**config.mk**
```make
export PLATFORM = sky130hd
export DESIGN_NAME = mem_loader
export DESIGN_NICKNAME = d
export VERILOG_FILES = /design/src/rtl/mem_pkg.sv /design/src/rtl/mem_loader_byte_assembler.sv /design/src/rtl/mem_loader.sv
export SDC_FILE = /design/constraint.sdc
export NUM_CORES = 1
export LEC_CHECK = 0
export CAP_MARGIN = 20
export CORE_MARGIN = 2
export CORE_UTILIZATION = 30
export CTS_CLUSTER_DIAMETER = 60
export DETAILED_ROUTE_END_ITERATION = 10
export HOLD_SLACK_MARGIN = 0.03
export PLACE_DENSITY = 0.62
export SYNTH_ARGS = -nofsm -noshare
export SYNTH_HDL_FRONTEND = slang
export SYNTH_SLANG_ARGS = --single-unit
```
**constraint.sdc**
```tcl
create_clock -name clk -period 6.9 [get_ports clk]
set_input_delay 1.38 -clock clk [delete_from_list [all_inputs] [get_ports clk]]
set_output_delay 1.38 -clock clk [all_outputs]
set_load 0.005 [all_outputs]
```
**src/rtl/mem_pkg.sv**
```systemverilog
// Shared definitions for mem and its bulk loader: loader FSM states and data/IO segment layout.
// No logic of its own; the I/O start address helper is shared with mem.
package mem_pkg;

  typedef enum logic [2:0] {
    IDLE,
    RECV,
    WRITE,
    CHECK,
    NEXT,
    DONE,
    ERROR
  } loader_state_t;

  localparam int unsigned DATA_SEG_COUNT = 6;
  localparam int unsigned IO_START_SEG   = 7;

  // Address mem decodes as the program-visible startIO flag.
  function automatic int unsigned io_start_addr(input int unsigned ramsize);
    return ramsize * IO_START_SEG;
  endfunction

endpackage

```
**src/rtl/mem_loader_byte_assembler.sv**
```systemverilog
// Packs a little-endian byte stream into WIDTH-bit words; word is combinational and includes the byte being accepted.
// Latency: a word is complete on the edge that accepts its last byte. No backpressure: the parent gates accept.
module byte_assembler #(
  parameter int WIDTH = 32
) (
  input  logic             clk,
  input  logic             rst,
  input  logic             accept,
  input  logic             clear,
  input  logic [7:0]       data,
  output logic [WIDTH-1:0] word,
  output logic             last_byte
);

  localparam int NB = WIDTH / 8;
  localparam int CW = (NB > 1) ? $clog2(NB) : 1;

  logic [CW-1:0]    byte_cnt;
  logic [WIDTH-1:0] lanes;

  // Merge the incoming byte so the parent can capture a full word on the last accept.
  always_comb begin
    word = lanes;
    for (int k = 0; k < NB; k++) begin
      if (accept && (byte_cnt == CW'(k))) begin
        word[8*k +: 8] = data;
      end
    end
  end

  assign last_byte = (byte_cnt == CW'(NB - 1));

  always_ff @(posedge clk) begin
    if (rst || clear) begin
      byte_cnt <= '0;
      lanes    <= '0;
    end else if (accept) begin
      lanes    <= word;
      byte_cnt <= last_byte ? '0 : byte_cnt + 1'b1;
    end
  end

endmodule

```
**src/rtl/mem_loader.sv**
```systemverilog
// Bulk loader for mem's data segments: bytes -> words -> we/a2/wd writes, startIO on completion; MEM_LOADER_VERIFY_EN adds read-back.
// Latency: WIDTH/8 + 2 cycles per word (+1 with verify). Backpressure: in_ready only in RECV; in_valid low stalls indefinitely.
module mem_loader
  import mem_pkg::*;
#(
  parameter int WIDTH   = 32,
  parameter int RAMSIZE = 1024,
  parameter int NSEG    = DATA_SEG_COUNT
) (
  input  logic             clk,
  input  logic             rst,
  input  logic             start,
  input  logic [WIDTH-1:0] base_addr,
  input  logic [WIDTH-1:0] word_count,
  input  logic             in_valid,
  input  logic [7:0]       in_data,
  output logic             in_ready,
  output logic             we,
  output logic [WIDTH-1:0] a2,
  output logic [WIDTH-1:0] wd,
  input  logic [WIDTH-1:0] rd2,
  output logic             startIO,
  output logic             busy,
  output logic             done,
  output logic             error
);

  localparam logic [WIDTH:0] LIMIT = (WIDTH+1)'(RAMSIZE * NSEG);

  loader_state_t    state, state_nxt;
  logic [WIDTH-1:0] addr, remaining;
  logic [WIDTH-1:0] a2_q, wd_q;
  logic             done_q, enter_done;
  logic [WIDTH:0]   range_sum;
  logic             start_acc, accept, last_byte;
  logic [WIDTH-1:0] asm_word;

  assign busy      = (state == RECV) || (state == WRITE) || (state == CHECK) || (state == NEXT);
  assign start_acc = start && !busy;
  assign accept    = (state == RECV) && in_valid;
  // One extra bit so a range that runs past the top of the address space cannot wrap into range.
  assign range_sum = {1'b0, base_addr} + {1'b0, word_count};

`ifndef MEM_LOADER_VERIFY_EN
  logic unused_rd2;
  assign unused_rd2 = ^rd2;
`endif

  byte_assembler #(.WIDTH(WIDTH)) u_asm (
    .clk       (clk),
    .rst       (rst),
    .accept    (accept),
    .clear     (start_acc),
    .data      (in_data),
    .word      (asm_word),
    .last_byte (last_byte)
  );

  always_comb begin
    state_nxt  = state;
    enter_done = 1'b0;
    case (state)
      IDLE, DONE, ERROR: begin
        if (start) begin
          if (range_sum > LIMIT) begin
            state_nxt = ERROR;
          end else if (word_count == '0) begin
            state_nxt  = DONE;
            enter_done = 1'b1;
          end else begin
            state_nxt = RECV;
          end
        end
      end
      RECV: begin
        if (accept && last_byte) state_nxt = WRITE;
      end
      WRITE: begin
`ifdef MEM_LOADER_VERIFY_EN
        state_nxt = CHECK;
`else
        state_nxt = NEXT;
`endif
      end
`ifdef MEM_LOADER_VERIFY_EN
      CHECK: begin
        state_nxt = (rd2 == wd_q) ? NEXT : ERROR;
      end
`endif
      NEXT: begin
        if (remaining == WIDTH'(1)) begin
          state_nxt  = DONE;
          enter_done = 1'b1;
        end else begin
          state_nxt = RECV;
        end
      end
      default: state_nxt = IDLE;
    endcase
  end

  always_ff @(posedge clk) begin
    if (rst) begin
      state     <= IDLE;
      addr      <= '0;
      remaining <= '0;
      a2_q      <= '0;
      wd_q      <= '0;
      done_q    <= 1'b0;
    end else begin
      state  <= state_nxt;
      done_q <= enter_done;
      if (start_acc) begin
        addr      <= base_addr;
        remaining <= word_count;
      end
      if (state == NEXT) begin
        addr      <= addr + 1'b1;
        remaining <= remaining - 1'b1;
      end
      // a2/wd only move when a write is launched, so they hold through CHECK and idle periods.
      if (state_nxt == WRITE) begin
        a2_q <= addr;
        wd_q <= asm_word;
      end
    end
  end

  assign in_ready = (state == RECV);
  assign we       = (state == WRITE);
  assign a2       = a2_q;
  assign wd       = wd_q;
  assign startIO  = (state == DONE);
  assign done     = done_q;
  assign error    = (state == ERROR);

endmodule

```
Yosys cells after proc, flatten, opt, wreduce, memory -nomap -nowiden
Cells that the tools add are included.
- bits of input ports: 108
- output and inout bits: 70
- logic and storage cells: 60
- register bits after elaboration: 166
- magnitude comparators: 1
- add/subtract/negate cells: 4
- multiplexer cells: 20
- equality and inequality tests: 11
- reductions and logical operators: 16
- operators by type and width (kind ; count):
    32-bit two-way mux ; 4
    32-bit by 32-bit adder with 33-bit output ; 1
    33-bit by 13-bit > comparator with 1-bit output, second input constant ; 1
    32-bit by 1-bit adder with 32-bit output, second input constant ; 1
    32-bit by 1-bit == test with 1-bit output, second input constant ; 1
    32-bit logical NOT ; 1
    8-bit two-way mux ; 4
    32-bit by 1-bit subtractor with 32-bit output, second input constant ; 1
    3-bit two-way mux ; 5
    3-bit case mux with 4 select lines ; 1
    3-bit by 2-bit == test with 1-bit output, second input constant ; 3
    3-bit == test, second input constant ; 3
    1-bit logical AND ; 6
    2-bit == test, second input constant ; 2
    1-bit logical OR ; 4
    1-bit two-way mux ; 4
    3-bit by 1-bit == test with 1-bit output, second input constant ; 1
    3-bit logical NOT ; 1
    3-bit OR reduction ; 1
    2-bit by 1-bit adder with 2-bit output, second input constant ; 1
    2-bit by 1-bit == test with 1-bit output, second input constant ; 1
    2-bit logical NOT ; 1
    2-bit two-way mux ; 1
    1-bit case mux with 2 select lines ; 1
    2 further kinds ; 2

Longest topological paths before layout
Gate-level depths: netlist of run 1.
- depth after elaboration: 8
- depth in mapped cells: 12
- gate-level depth less buffers: 12

Modules after synthesis
From an unflattened synthesis of run 1, not the netlist that was laid out.
- cell total of the unflattened synthesis: 1328
- area total of the unflattened synthesis: 9823.2 um2
- by module, submodules not included (module ; times used ; area an instance (um2) ; cells each ; sequential area each (um2)):
    mem_loader ; 1 ; 8199.1 ; 1135 ; 2642.5
    byte_assembler ; 1 ; 1624.1 ; 193 ; 680.7

Worst setup path after synthesis of run 1
OpenSTA, ideal clock, no wires.
- kind: in2reg
- start: in base_addr[0]
- end: reg state[0]
- setup time: 0.071 ns
- stages: 12
- data required time: 6.829 ns
- arrival time: 4.412 ns
- setup slack: 2.418 ns
- path through: ha_1 fa_1 a211oi_4 and4bb_4 a211oi_4 mux2i_1 a2111oi_2 o2111ai_1 nor4_1 nand4_1 or4b_1 a21oi_1
- cells in the longest elaborated chain, start to end: 5
- RTL lines (item ; RTL line ; RTL):
    from (decl) ; mem_loader.sv:13 ; input logic [WIDTH-1:0] base_addr,
    32-bit by 32-bit adder with 33-bit output ; mem_loader.sv:42 ; assign range_sum = {1'b0, base_addr} + {1'b0, word_count};
    33-bit by 13-bit > comparator with 1-bit output ; mem_loader.sv:65 ; if (range_sum > LIMIT) begin
    3-bit two-way mux ; mem_loader.sv:65 ;
    3-bit two-way mux ; mem_loader.sv:64 ; if (start) begin
    3-bit case mux with 4 select lines ; mem_loader.sv:62 ; case (state)
    to (signal assigned) ; mem_loader.sv:111 ; state <= state_nxt;
    to (decl) ; mem_loader.sv:30 ; loader_state_t state, state_nxt;
Every way passes these cells.
A chain may end at the register's enable or synchronous reset.

Final worst setup path of run 1
- start: in word_count[0]
- end: reg state[0]
- cells in the longest elaborated chain, start to end: 5
- RTL lines (item ; RTL line ; RTL):
    from (decl) ; mem_loader.sv:14 ; input logic [WIDTH-1:0] word_count,
    32-bit by 32-bit adder with 33-bit output ; mem_loader.sv:42 ;
    33-bit by 13-bit > comparator with 1-bit output ; mem_loader.sv:65 ;
    3-bit two-way mux ; mem_loader.sv:65 ;
    3-bit two-way mux ; mem_loader.sv:64 ;
    3-bit case mux with 4 select lines ; mem_loader.sv:62 ;
Every way passes these cells.

==> metrics.cfg, run 1 <==
[global_route]
overflow=0
busiest_layer=met2
grt_pass1_wl_mm=44.9
use_met1_pct=24.7
grt_usage_pct=18.2
gr-usage-met2_pct=29.6
grt_max_degree=89
use_met3_pct=2.86
antenna_found_initial=0
grt_pass1_vias=8500

[setup_path]
cp-end-kind=flip-flop
crit_arrival_ns=5.41
crit_type=in -> reg
start_kind=primary input
worstPathMaxFanout=4
required_ns=7.26

[floorplan]
fp.dieH_microns=176
fp.coreArea_sq_um=29500
initial_core_util_pct=30.2
chipWidth_microns=176
die-area_sq_um=31100
row_count=63
ios=178

[clocking]
cts_buffers=17
cts_setup_buffers=0
cts.path.max_buffers=2
clock_latency_ns=0.43
numClockSinks=158
clkTransAtPathRegs_ns=0.07
cts_tree=done
htreeDepth=4
root_buffer=clkbuf_16
cts.repair.resized=0
ctsHoldBuffers=0

[synthesis]
syn_nets=1328
synth_cells=1180
async_reset_ff_share_pct=0
ys.flop_type=dfxtp_1
synth_seq_cells=158
synth_edf_count=0
syn_area_sq_um=8920
ys_seq_area_share_pct=35.5
yosysWarnings=0
synth_area_per_cell_sq_um=7.56
synth_cell_types=70

[timing]
min_period_ns=5.05
worst_pin_slew_ns=1.02
setup_tns_ns=0
fmaxAchievable_mhz=198
rsz0062_at_grt=false
max_slew_margin_pct=31.7
hold-worst-slack_ns=0.453
drv_slew=0
setup_viol=0
skew_ns=0.0104
period_share_pct=73.2
finalHoldViolCount=0

[pwr]
pwr-share-clk_pct=31.8
peakVddDrop_mv=0.188
powerDensity_nw_per_um2=264
p_int_mw=1.86
power_leakage_nw=4.01
power_frac_comb_pct=30.4
swShare_pct=37.3
seqPwrFrac_pct=37.9
p_sw_mw=1.11

[route]
firstDrtPassIters=5
drtIter0Drc=576
drcViolationCount=0
ant_nets=0
vias_per_cell=5.36
vias=9039
wirelength_mm=28.5
wire_per_inst_microns=16.9

[placement]
dp_hpwl_mm=20.8
port_buffers=145
place_congestion=0.889

[final_layout]
diodes=0
fillers=3082
layout_common_cells=nand2_1 (176), dfxtp_1 (158), nor2_1 (149)
final_util_pct=38.1
drive_gt1_share_pct=4.48
area_delta_synth_final_pct=26.0
final_common_cell=nand2_1
final_net_count=1431

[worst_hold_path]
worst_hold_path_type=reg -> reg

[flow_run]
drv_cap=0

[run_status]
run_status=complete, no violations

==> sequential cells by signal, summed over array words and instances, names as in the netlist <==
name / cells
done: 1
addr: 32
u_asm.byte_cnt: 2
remaining: 32
a2: 32
u_asm.lanes: 24
state: 3
wd: 32
==> power by group through the flow <==
stage                     clock, mW  sequential (mW)  combinational, mW
after floorplan                   0             1.10              0.640
after global placement            0             1.14              0.879
after detailed placement          0             1.14              0.888
after CTS                     0.960             1.12              0.892
after global routing          0.999             1.14               1.00
final                         0.941             1.12              0.900
==> synth_stat cells (7+ instances only) <==
master / n / area [sq um]
a31oi_1: 15 / 93.8
inv_1: 21 / 78.8
o21ai_1: 8 / 40.0
nor2_1: 150 / 563
mux2i_1: 28 / 280
xnor2_1: 8 / 70.1
nor4_1: 32 / 200
ha_1: 39 / 488
nand4_1: 16 / 100
buf_2: 7 / 35.0
nor3_1: 25 / 125
o21ai_0: 50 / 250
and3_1: 12 / 75.1
nand3_1: 38 / 190
dfxtp_1: 158 / 3160
a221oi_1: 7 / 61.3
a211oi_1: 32 / 240
a21oi_1: 145 / 726
a22oi_1: 10 / 75.1
nand2_1: 176 / 661
or3_1: 10 / 62.6
clkbuf_1: 60 / 225
nand2b_1: 7 / 43.8
and2_1: 10 / 62.6
o211ai_1: 9 / 67.6
==> final cells by class <==
class	count	area (sq um)	share of cell area, %
tap	390	488	4.34
inverter	22	82.6	0.735
clock inverter	14	154	1.37
sequential	158	3160	28.1
timing repair buffer	153	1510	13.4
multi-input combinational	931	5420	48.2
clock buffer	17	425	3.79
==> stage by stage <==
step                total power [mW]  area, sq um  cells  worst slack, ns
global placement                2.01        10700   1654             1.38
global route                    3.14        11200   1685             1.53
detailed placement              2.03        10700   1654             1.37
floorplan                       1.74         8920   1180             2.42
finish                          2.96        11200   1685             1.85
CTS                             2.97        11200   1685             1.83
==> metal layers <==
layer | vias to the layer above | wire length [microns] | part of all wire (%)
met4 | 0 | 480 | 1.7
met2 | 312 | 13000 | 45
li1 | 4506 | - | -
met5 | - | 0 | 0
met1 | 4186 | 13300 | 47
met3 | 35 | 1800 | 6.3
==> cell families after synthesis <==
kind of cell,after synthesis,share of synthesized area (%)
AOI/OAI and AO/OA,347,24.6
xor gates and xnor gates,14,1.38
adders and majority gates,40,5.70
buffers and inverters,91,3.93
DFF,158,35.5
muxes,30,3.40
and+or+nand+nor,500,25.5
==> critical path, cell delays in order <==
cell and delay [ns]:
clkdlybuf4s50_1 0.51, ha_1 0.26, fa_1 0.44, a211oi_4 0.32, and4bb_4 0.25, a211oi_4 0.25, mux2i_1 0.15, a2111oi_2 0.37
o2111ai_1 0.16, nor4_1 0.35, nand4_1 0.26, or4b_1 0.59, a21oi_1 0.14
==> path summary, 6_finish.rpt <==
check / from / to / slack [ns] / depth (start not counted)
worst max register to register: remaining[3]$_SDFFE_PP0P_ / remaining[25]$_SDFFE_PP0P_ / 3.62 / 9
worst min register to register: wd[29]$_SDFFE_PP0N_ / wd[29]$_SDFFE_PP0N_ / 0.45 / 2
worst min-delay path: wd[29]$_SDFFE_PP0N_ / wd[29]$_SDFFE_PP0N_ / 0.45 / 2
worst max-delay path: word_count[0] / state[0]$_SDFF_PP0_ / 1.85 / 13
Note: power is estimated with default switching activity, not from simulation.
==> run 2: changes to the inputs <==
--- a/config.mk
+++ b/config.mk
@@ -11,7 +11,7 @@
 export CTS_CLUSTER_DIAMETER = 60
 export DETAILED_ROUTE_END_ITERATION = 10
 export HOLD_SLACK_MARGIN = 0.03
-export PLACE_DENSITY = 0.62
+export PLACE_DENSITY = 0.64
 export SYNTH_ARGS = -nofsm -noshare
 export SYNTH_HDL_FRONTEND = slang
 export SYNTH_SLANG_ARGS = --single-unit
==> constraint.sdc (replaced) <==
create_clock -name clk -period 4.2 [get_ports clk]
set_input_delay 0.84 -clock clk [delete_from_list [all_inputs] [get_ports clk]]
set_output_delay 0.84 -clock clk [all_outputs]
set_load 0.005 [all_outputs]
==> run 2 against run 1 <==
Net effect:
- via count is 7.3% higher
- worst setup slack lost 1.7 ns
- first-iteration DRC count increased by 55%
- cell area rose by 12%
- sequential share of layout area down 3.0 points
- final cell count increased by 9.7%
- routed wire length increased by 4.6%
- flip-flop and latch count unchanged
- global-route usage grew 0.66 points
- die area is the same
- critical path depth up 1
- critical path type unchanged
==> metrics.cfg, run 2 (synthesis results as in run 1) <==
[floorplan]
die-area_sq_um=31100  ; unchanged
row_count=63  ; unchanged
fp.dieH_microns=176  ; unchanged
fp.coreArea_sq_um=29500  ; unchanged
ios=178  ; unchanged
chipWidth_microns=176  ; unchanged
initial_core_util_pct=30.2  ; unchanged

[setup_path]
crit_chain=clkdlybuf4s50_1 -> buf_4 -> ha_1 -> a21o_1 -> and4_1 -> buf_4 -> o21a_1 -> o211ai_1 -> nand4_1 -> o311a_1 -> a2111oi_4 -> nand4_1 -> or4b_4 -> a21oi_2
ff2ff_path_depth=9  ; unchanged
reg2reg_from=remaining[3]$_SDFFE_PP0P_
crit_arrival_ns=4.44  ; -0.97 ns
worstPathMaxFanout=4  ; unchanged
rr_endpoint=remaining[25]$_SDFFE_PP0P_
r2r_slack_ns=1.23  ; -2.39 ns
crit_family=compound AO/OA/AOI/OAI gates
crit_path_max_incr_delay_ns=0.59  ; about the same
crit_type=in -> reg
cp-end-kind=flip-flop
slowest_stage=or4b_4
cp_num_buf_inv=3  ; +2
start_kind=primary input
required_ns=4.57  ; -2.69 ns

[global_route]
grt_pass1_vias=9071  ; +6.7%
antenna_found_initial=0  ; unchanged
overflow=0  ; unchanged
grt_max_degree=89  ; unchanged
grt_pass1_wl_mm=47.0  ; +4.7%
grt_usage_pct=18.9  ; +0.66 points

[worst_hold_path]
hp-start=a2[11]$_SDFFE_PP0N_
holdPathStages=2  ; unchanged
holdPathEnd=a2[11]$_SDFFE_PP0N_
worst_hold_path_type=reg -> reg

[clocking]
clock_latency_ns=0.43  ; about the same
cts_tree=done
root_buffer=clkbuf_16
ctsHoldBuffers=0  ; unchanged
htreeDepth=4  ; unchanged
clkTransAtPathRegs_ns=0.07  ; about the same
numClockSinks=158  ; unchanged
cts.path.max_buffers=2  ; unchanged
cts_buffers=17  ; unchanged

[route]
wire_per_inst_microns=16.1  ; -4.7%
ant_nets=0  ; unchanged
firstDrtPassIters=6  ; +1
vias=9695  ; +7.3%
drtIter0Drc=893  ; +55%
wirelength_mm=29.8  ; +4.6%
vias_per_cell=5.24  ; -2.3%
drcViolationCount=0  ; unchanged

[final_layout]
drive_gt1_share_pct=16.4  ; +12 points
area_delta_synth_final_pct=41.2
final_net_count=1595  ; +11%
final_common_cell=nand2_1
post-route-cell-area_sq_um=12600  ; +12%
fin_cells=1849  ; +9.7%
diodes=0  ; unchanged
layout_common_cells=nand2_1 (175), buf_4 (172), dfxtp_1 (158)

[pwr]
pwr-share-clk_pct=29.1  ; -2.7 points
power_frac_comb_pct=33.8  ; +3.4 points
powerDensity_nw_per_um2=395  ; +50%
seqPwrFrac_pct=37.1  ; -0.8 points
p_sw_mw=1.80  ; +62%
swShare_pct=36.1  ; -1.2 points
p_int_mw=3.18  ; +71%
peakVddDrop_mv=0.172  ; -8.6%
power_leakage_nw=4.83  ; +21%

[run_status]
run_status=complete, no violations

[placement]
dpl_cell_area_sq_um=11900  ; +12%
port_buffers=145  ; unchanged
placedCellCount=1818  ; +9.9%
dp_hpwl_mm=22.7  ; +9.0%
place_ws_ns=-0.694  ; -2.07 ns
place_congestion=0.894  ; +0.54%

[timing]
fin_ws_ns=0.135  ; -1.71 ns
worst_pin_slew_ns=0.953  ; -0.0674 ns
rsz0062_at_grt=false
setup_viol=0  ; unchanged
fmaxAchievable_mhz=246
max_slew_margin_pct=36.3  ; +4.6 points
finalHoldViolCount=0  ; unchanged
min_period_ns=4.07
setup_tns_ns=0  ; unchanged
drv_slew=0  ; unchanged
period_share_pct=96.8
skew_ns=0.0168  ; +0.00640 ns

[flow_run]
drv_cap=0  ; unchanged

## run 2: timing repair
item | 4_1_cts | 5_1_grt
cloned | 0 | 0
setup endpoints to repair | 4 | 4
resized for setup | 4 | 20
setup buffers | 1 | 0
pin swaps | 5 | 14
## run 2: cell type report
type / instances / area, sq um
Clock inverter: 11 / 83.8
Tap cell: 390 / 488
Fill cell: 3036 / 16900
Multi-Input combinational cell: 931 / 5540
Clock buffer: 20 / 467
Inverter: 22 / 82.6
Timing Repair Buffer: 317 / 2760
Sequential cell: 158 / 3160
## run 2: worst reg2reg max path: stages, from the launching register on
cell	delay (ns)
dfxtp_1	0.34
nor3_1	0.53
nand4b_1	0.31
nor4_1	0.52
nand2_1	0.18
nor2_1	0.28
nand2_1	0.17
nor2_1	0.14
nor3_1	0.05
a2111oi_0	0.35
## run 2: metrics by stage
step	power (mW)	hold slack, ns	util, %
after floorplan	2.86	0.439	-
after global placement	3.47	0.441	40.4
after detailed placement	3.50	0.447	40.4
after CTS	4.96	0.455	42.3
after global routing	5.27	0.468	42.7
final	4.98	0.452	42.7
## run 2: how the worst max path moves through the flow
stage,start,cells after the start,slack [ns],end
floorplan,base_addr[0],12,0.26,state[0]$_SDFF_PP0_
global placement,base_addr[0],14,-0.67,state[0]$_SDFF_PP0_
detailed placement,base_addr[0],14,-0.69,state[0]$_SDFF_PP0_
CTS,base_addr[0],15,0.005,state[0]$_SDFF_PP0_
global route,base_addr[1],14,0.02,state[0]$_SDFF_PP0_
finish,base_addr[1],14,0.13,state[0]$_SDFF_PP0_
## run 2: power groups by stage
stage / sequential (mW) / clock, mW / combinational [mW]
2_1_floorplan: 1.81 / 0 / 1.05
3_3_place_gp: 1.86 / 0 / 1.61
3_5_place_dp: 1.87 / 0 / 1.63
4_1_cts: 1.84 / 1.47 / 1.65
5_1_grt: 1.87 / 1.54 / 1.86
6_report: 1.85 / 1.45 / 1.68
## run 2: routing by layer
metal	vias to the layer above	share of wire, %	track usage, %
li1	4825	-	-
met1	4521	47	25.5
met2	291	45	30.6
met3	58	5.8	3.47
met4	0	2.4	5.44
met5	-	0	0
==> run 3: changes to the inputs <==
==> constraint.sdc (replaced) <==
create_clock -name clk -period 3.5 [get_ports clk]
set_input_delay 0.7 -clock clk [delete_from_list [all_inputs] [get_ports clk]]
set_output_delay 0.7 -clock clk [all_outputs]
set_load 0.005 [all_outputs]
==> run 3 against run 2 <==
Net effect:
- the run now ends with negative setup slack left
- cell area is 3.3% higher
- power is 21% higher
- non-clock buffer count is 11 higher
- worst setup slack worse by 0.21 ns
- combinational power is 27% higher
- routed wire length is 2.7% higher
- sequential power is 19% higher
- critical path depth is 1 higher
- utilization is 1.4 points higher
- clock skew is 0.0053 ns higher
- die area stayed put
==> metrics.cfg, run 3 (synthesis results as in run 1) <==
[run_status]
run_status=complete, but fails checks
failed_checks=negative setup slack

[clocking]
root_buffer=clkbuf_16
cts_tree=done
clock_latency_ns=0.43  ; about the same
clkTransAtPathRegs_ns=0.07  ; about the same
cts.path.max_buffers=2  ; unchanged
ctsHoldBuffers=0  ; unchanged
numClockSinks=158  ; unchanged
htreeDepth=4  ; unchanged
cts_buffers=17  ; unchanged

[timing]
min_period_ns=3.57
worst_pin_slew_ns=1.09  ; +0.132 ns
fmaxAchievable_mhz=280
skew_ns=0.0222  ; +0.00533 ns
rsz0062_at_grt=true
setup_viol=3  ; +3
finalHoldViolCount=0  ; unchanged
drv_slew=0  ; unchanged
period_share_pct=102
max_slew_margin_pct=27.3  ; -8.9 points
fin_ws_ns=-0.0726  ; -0.207 ns

[floorplan]
fp.coreArea_sq_um=29500  ; unchanged
fp.dieH_microns=176  ; unchanged
die-area_sq_um=31100  ; unchanged
initial_core_util_pct=30.2  ; unchanged
row_count=63  ; unchanged
ios=178  ; unchanged
chipWidth_microns=176  ; unchanged

[pwr]
peakVddDrop_mv=0.251  ; +46%
power_mw=6.04  ; +21%
swShare_pct=36.4  ; +0.29 points
p_int_mw=3.84  ; +21%
power_frac_comb_pct=35.5  ; +1.7 points
pwr-share-clk_pct=27.9  ; -1.2 points
p_sw_mw=2.20  ; +22%
seqPwrFrac_pct=36.6  ; -0.5 points
powerDensity_nw_per_um2=465  ; +18%
power_leakage_nw=4.97  ; +2.8%

[setup_path]
cp-end-kind=flip-flop
reg2reg_from=addr[3]$_SDFFE_PP0P_
crit_arrival_ns=3.94  ; -0.50 ns
cp_num_buf_inv=4  ; +1
crit_path_max_incr_delay_ns=0.55  ; -0.04 ns
crit_type=in -> reg
crit_chain=clkdlybuf4s15_1 -> buf_6 -> ha_1 -> a21o_1 -> and4_4 -> buf_4 -> o211ai_1 -> nand3_1 -> buf_4 -> mux2i_2 -> nand4_1 -> nor4_2 -> nand4_1 -> or4b_1 -> a21oi_2
worstPathMaxFanout=4  ; unchanged
start_kind=primary input
required_ns=3.87  ; -0.70 ns
critPathLaunch=word_count[1]
crit_family=simple AND/OR/NAND/NOR gates
slowest_stage=or4b_1

[final_layout]
area_delta_synth_final_pct=45.8
post-route-cell-area_sq_um=13000  ; +3.3%
drive_gt1_share_pct=19.9  ; +3.4 points
final_common_cell=buf_4
diodes=0  ; unchanged
layout_common_cells=buf_4 (179), nand2_1 (175), dfxtp_1 (158)
final_net_count=1606  ; +0.69%
final_util_pct=44.1  ; +1.4 points
fillers=2950  ; -2.8%
multi_input_area_sq_um=5880  ; +6.1%
regArea_sq_um=3160  ; unchanged

[route]
firstDrtPassIters=7  ; +1
drcViolationCount=0  ; unchanged
vias_per_cell=5.24  ; about the same
wire_per_inst_microns=16.4  ; +2.0%
ant_nets=0  ; unchanged
drtIter0Drc=729  ; -18%
vias=9753  ; +0.60%
wirelength_mm=30.6  ; +2.7%

[placement]
dp_hpwl_mm=22.9  ; +1.1%
dpl_cell_area_sq_um=12000  ; +0.67%
place_ws_ns=-1.05  ; -0.355 ns
place_congestion=0.882  ; -1.3%
port_buffers=145  ; unchanged

[global_route]
grt_usage_pct=19.1  ; +0.21 points
grt_pass1_wl_mm=47.5  ; +1.0%
grt_pass1_vias=9238  ; +1.8%
overflow=0  ; unchanged
antenna_found_initial=0  ; unchanged
grt_max_degree=89  ; unchanged

[flow_run]
drv_cap=0  ; unchanged

[worst_hold_path]
worst_hold_path_type=reg -> reg
hp-start=wd[28]$_SDFFE_PP0N_

-- run 3: stage by stage --
| step | TNS (ns) | cells | hold slack, ns |
|---|---|---|---|
| floorplan | -0.0460 | 1180 | 0.439 |
| global placement | -4.17 | 1825 | 0.440 |
| detailed placement | -4.11 | 1825 | 0.447 |
| CTS | -0.373 | 1857 | 0.455 |
| global route | -0.796 | 1861 | 0.471 |
| finish | -0.114 | 1861 | 0.452 |
-- run 3: area by class of cell --
cell class | count | area share (%)
repair buffers | 328 | 21.9
multi-input cells | 931 | 45.2
flip-flops and latches | 158 | 24.3
well taps | 390 | 3.75
clock buffers | 19 | 3.41
inverters | 22 | 0.635
clock inverters | 13 | 0.703
-- run 3: power groups by stage --
stage	clock network, mW	logic [mW]	registers (mW)
after floorplan	0	1.26	2.17
after global routing	1.80	2.35	2.24
after global placement	0	1.96	2.24
after detailed placement	0	2.00	2.24
after CTS	1.72	2.04	2.21
final	1.68	2.14	2.21
-- run 3: tightest hold or removal path, stage by stage, from the launching register on --
cell     delay, ns
dfxtp_1       0.31
nand2_1       0.05
a21oi_1       0.05
-- run 3: path summary, 6_finish.rpt --
check | cells past startpoint | to | slack, ns
hold reg to reg | 2 | wd[28]$_SDFFE_PP0N_ | 0.45
setup reg to reg | 10 | addr[31]$_SDFFE_PP0P_ | 0.45
hold / removal | 2 | wd[28]$_SDFFE_PP0N_ | 0.45
setup / recovery | 15 | state[0]$_SDFF_PP0_ | -0.07
-- run 3: per-layer routing --
metal	global-route usage, %	up-vias	wire [microns]
li1	-	4856	-
met1	26.0	4553	14200
met2	31.5	298	14400
met3	2.78	46	1460
met4	5.03	0	558
met5	0	-	0
-- run 3: what timing repair did --
| item | in CTS | in global routing |
|---|---|---|
| pin swaps | 23 | 26 |
| setup buffers | 0 | 5 |
| endpoints found under the setup margin | 4 | 4 |
| gates resized for setup | 67 | 56 |
==> variant 1, RTL diff (config.mk and constraints of run 3) <==
Re-encode `loader_state_t` (7 states) as Gray code, 3 bits wide.
--- a/src/rtl/mem_pkg.sv
+++ b/src/rtl/mem_pkg.sv
@@ -5,9 +5,9 @@
   typedef enum logic [2:0] {
-    IDLE,
-    RECV,
-    WRITE,
-    CHECK,
-    NEXT,
-    DONE,
-    ERROR
+    IDLE  = 3'b000,
+    RECV  = 3'b001,
+    WRITE = 3'b011,
+    CHECK = 3'b010,
+    NEXT  = 3'b110,
+    DONE  = 3'b111,
+    ERROR = 3'b101
   } loader_state_t;
Formal check against the unedited RTL: no difference found for any inputs over 10 cycles, from zero or initial values and one cycle with rst high; not proved beyond that.
==> variant 1 against run 3 <==
Sequential cell count is the same. Design area decreased by 0.94%. Clock skew decreased by 0.0089 ns. Synthesized area is 2.1% higher. Utilization is 0.76 points lower. Combinational power down 47%. Highest routed layer unchanged. Cell count about the same. Power shrank 21%. Global-route usage grew 0.12 points. Routed wire length is 0.82% higher. Via count down 0.67%. Clock power is 2% higher. Setup slack improved by 0.17 ns. Sequential share of layout area grew 0.23 points. Critical endpoint is now done.
==> variant 1: results <==
[layout]
final_nets = 1604
fillCellCount = 2961
drive_gt1_share_pct = 19.3

[placed_design]
gp_congestion = 0.938
place_hpwl_um = 24200

[grt]
grt_antenna_before_repair = 1
grt_pass1_vias = 9096
grt_max_degree = 73
grt_usage_pct = 19.2

[critical_path]
cp_slowest_cell = "clkdlybuf4s50_1"
crit_arrival_ns = 3.76
path_max_fanout = 5
critical_path.top_delay_family = "compound AO/OA/AOI/OAI gates"
crit-reg2reg-launch = "remaining[8]"

[sta]
clock_skew_ns = 0.0133
slew-limit-headroom_pct = 48.0

[logic_synthesis]
synth_seq_area_share_pct = 34.8
synth_nets = 1319
ys_top_cells_by_count = "nand2_1, dfxtp_1, a21oi_1"
syn_inst = 1171
synthTopCellsByArea = "dfxtp_1, a21oi_1, nand2_1"
ys_types = 82

[pwr]
p_leak_nw = 4.94

[outcome]
status = "complete, no violations"

[min_path]
min_from = "a2[19]"

[drt]
vias_per_cell = 5.21
drt-initial-drc-count = 679
==> variant 1: cell types whose count changed after synthesis, sizes merged, moves of 7 or more <==
cell / before / now
nor3: 25 / 36
a21oi: 146 / 156
o211ai: 9 / 16
nand3: 38 / 25
a31oi: 15 / 8
xor2: 6 / 13
buf: 9 / 16
nor2: 150 / 136
==> variant 1: worst min-delay path, cell delays in order (launching register included) <==
cell and delay (ns):
dfxtp_1 0.31, nand2_1 0.05, a21oi_1 0.05
==> variant 1: power by group <==
part           total [W]  internal [W]  switching, W  leakage (nW)
clock network    0.00172      0.000923      0.000793         0.250
registers        0.00192       0.00186     0.0000633          1.28
logic            0.00114      0.000540      0.000600          3.41
==> variant 1: per-stage QoR <==
stage | hold WS (ns) | total power [W] | utilization (%)
after CTS | 0.455 | 0.00476 | 42.9
after global placement | 0.443 | 0.00304 | 41.0
final | 0.453 | 0.00477 | 43.3
after floorplan | 0.439 | 0.00252 | -
after detailed placement | 0.446 | 0.00305 | 41.0
after global routing | 0.473 | 0.00497 | 43.3
==> variant 1: layout make-up <==
type	instances	area [um^2]	area share, %
multi-input cells	922	5700	44.3
flip-flops and latches	158	3160	24.6
repair buffers	339	2920	22.6
well taps	390	488	3.79
clock buffers	19	433	3.36
clock inverters	13	109	0.845
inverters	18	67.6	0.525
diodes	1	2.50	0.0194
==> variant 1: path summary, 6_finish.rpt <==
| check | endpoint | slack (ns) | depth (start not counted) |
|---|---|---|---|
| max | done | 0.09 | 12 |
| min | a2[19] | 0.45 | 2 |
| max reg2reg | remaining[29] | 0.77 | 9 |
| min reg2reg | a2[19] | 0.45 | 2 |
==> variant 1: logic make-up after synthesis <==
| family | share of synthesized area [%] |
|---|---|
| multiplexers | 3.64 |
| AND/OR/NAND/NOR | 24.4 |
| buffers and inverters | 4.11 |
| XOR/XNOR | 1.92 |
| AO/OA/AOI/OAI | 25.6 |
| adder cells (fa/ha/maj) | 5.58 |
| flip-flops | 34.8 |
==> variant 1: repair_timing <==
| action | CTS | global route |
|---|---|---|
| gates cloned | 0 | 0 |
| resized for setup | 8 | 22 |
| setup endpoints to repair | 3 | 3 |
| hold endpoints to repair | 0 | 0 |
| setup buffers | 0 | 2 |
| pin swaps | 4 | 16 |
==> variant 1: routing by layer <==
| layer | part of all wire, % | track usage, % |
|---|---|---|
| met4 | 1.6 | 5.52 |
| met5 | 0 | 0 |
| met2 | 45 | 30.4 |
| met3 | 5.3 | 2.22 |
| met1 | 48 | 27.3 |
==> variant 2, RTL diff (flow settings as in run 3) <==
Made on the original files. Add a define of `MEM_LOADER_VERIFY_EN`.
--- a/src/rtl/mem_loader.sv
+++ b/src/rtl/mem_loader.sv
@@ -2,2 +2,4 @@
 // Latency: WIDTH/8 + 2 cycles per word (+1 with verify). Backpressure: in_ready only in RECV; in_valid low stalls indefinitely.
+`define MEM_LOADER_VERIFY_EN
+
 module mem_loader
Behaviour: not the same (Yosys sat finds a counterexample within 10 cycles, from zero or initial values and one cycle with rst high).
==> variant 2 against run 3 <==
Setup slack gained 0.18 ns. Synthesized area increased by 5.4%. Via count is 3.9% higher. Design area is 4.8% higher. Largest cell class unchanged. Power increased by 4.7%. Sequential cell count unchanged. Critical endpoint is now done. Sequential share of layout area fell by 1.1 points. Clock power rose by 14%. Routed wire length up 5.2%. Largest power group unchanged.
==> variant 2: results <==
[layout]
diodes = 0
drive_gt1_share_pct = 18.5
final_nets = 1659

[clock_tree]
numCtsBuffers = 17
clkTransAtPathRegs_ns = 0.08
clock_latency_ns = 0.42
cts-root-buf = "clkbuf_16"
clockBufferDepth = 2
htreeDepth = 4

[logic_synthesis]
ys_warn_count = 0
ys_types = 80
syn_inst = 1226
async_flop_share_pct = 0
ys.flop_type = "dfxtp_1"
synth_seq_area_share_pct = 33.6
ys_top_cells_by_count = "nand2_1, dfxtp_1, nor2_1"
synth_nets = 1374
synthTopCellsByArea = "dfxtp_1, a21oi_1, nand2_1"

[placed_design]
portBuffers = 177
place_inst = 1885
post-place-ws_ns = -0.626
gp_congestion = 0.874
place_hpwl_um = 24200

[drt]
firstDrtPassIters = 5
vias_per_cell = 5.28
wl_per_cell_um = 16.8
drt-initial-drc-count = 807
routed_wl_um = 32200

[grt]
grt_pass1_vias = 9717
grt_pass1_wl_um = 50300
grt_usage_pct = 19.0
grt_max_degree = 80
grt_antenna_before_repair = 0

[sta]
slew-limit-headroom_pct = 54.1
finalMaxSlewViolations = 0
clock_skew_ns = 0.0133

[critical_path]
cp_slowest_cell = "or4_4"
crit_arrival_ns = 3.76
path_max_fanout = 5
slowest_delay_ns = 0.53

[outcome]
status = "complete, no violations"

[pwr]
ir_drop_mv = 0.316
p_leak_nw = 5.30

[min_path]
hp-class = "flop to flop"
variant 2: cell types whose count changed after synthesis, moves of 8 or more:
cell / change
xnor2_1: +23
nor3_1: +15
xor2_1: +15
nand4_1: +8
o21ai_0: +8
variant 2: worst max-delay path, delay by kind of cell:
family / cells / cell delay, ns
buffers and inverters: 1 / 0.50
AO/OA/AOI/OAI: 6 / 1.21
adder cells (fa/ha/maj): 1 / 0.32
AND/OR/NAND/NOR: 4 / 1.05
variant 2: repair_timing:
item	CTS	global route
buffers inserted	0	3
resized for setup	6	84
pin swaps	9	29
endpoints found under the setup margin	4	4
variant 2: cells by family (layout without fill, tap and decap cells):
family	after synthesis	count (layout)	synth area share [%]
AO/OA/AOI/OAI	348	348	23.6
flip-flops	158	158	33.6
AND/OR/NAND/NOR	510	510	25.1
XOR/XNOR	52	52	4.84
multiplexers	27	27	2.89
adder cells (fa/ha/maj)	40	40	5.40
buffers and inverters	91	389	4.50
variant 2: path summary, 6_finish.rpt:
check,startpoint,end,slack (ns),depth (start not counted)
setup / recovery,word_count[22],done,0.10,12
hold / removal,a2[26],a2[26],0.45,2
setup reg to reg,remaining[2],remaining[28],0.37,10
hold reg to reg,a2[26],a2[26],0.45,2
variant 2: stage by stage:
| stage | instance area [um^2] | total power (W) |
|---|---|---|
| 4_1_cts | 13200 | 0.00626 |
| 5_1_grt | 13600 | 0.00669 |
| 3_3_place_gp | 12600 | 0.00429 |
| 2_1_floorplan | 9400 | 0.00351 |
| 6_report | 13600 | 0.00632 |
| 3_5_place_dp | 12600 | 0.00433 |
variant 2: final cells by class:
| type | count | area, um^2 |
|---|---|---|
| inverter | 15 | 56.3 |
| sequential | 158 | 3160 |
| clock inverter | 15 | 191 |
| tap | 396 | 495 |
| fill | 3114 | 17100 |
| timing repair buffer | 342 | 3110 |
| clock buffer | 17 | 425 |
| multi-input combinational | 977 | 6180 |
variant 2: power by group:
group	total (W)	switching (W)	internal [W]
clock	0.00191	0.000874	0.00104
combinational	0.00217	0.00120	0.000969
sequential	0.00223	0.000246	0.00199
variant 2: metal layers:
metal,share of wire [%],wire [um],GRT usage [%]
met1,44,14100,24.1
met2,48,15500,32.1
met3,4.2,1340,2.26
met4,3.9,1250,8.88
met5,0,0,0
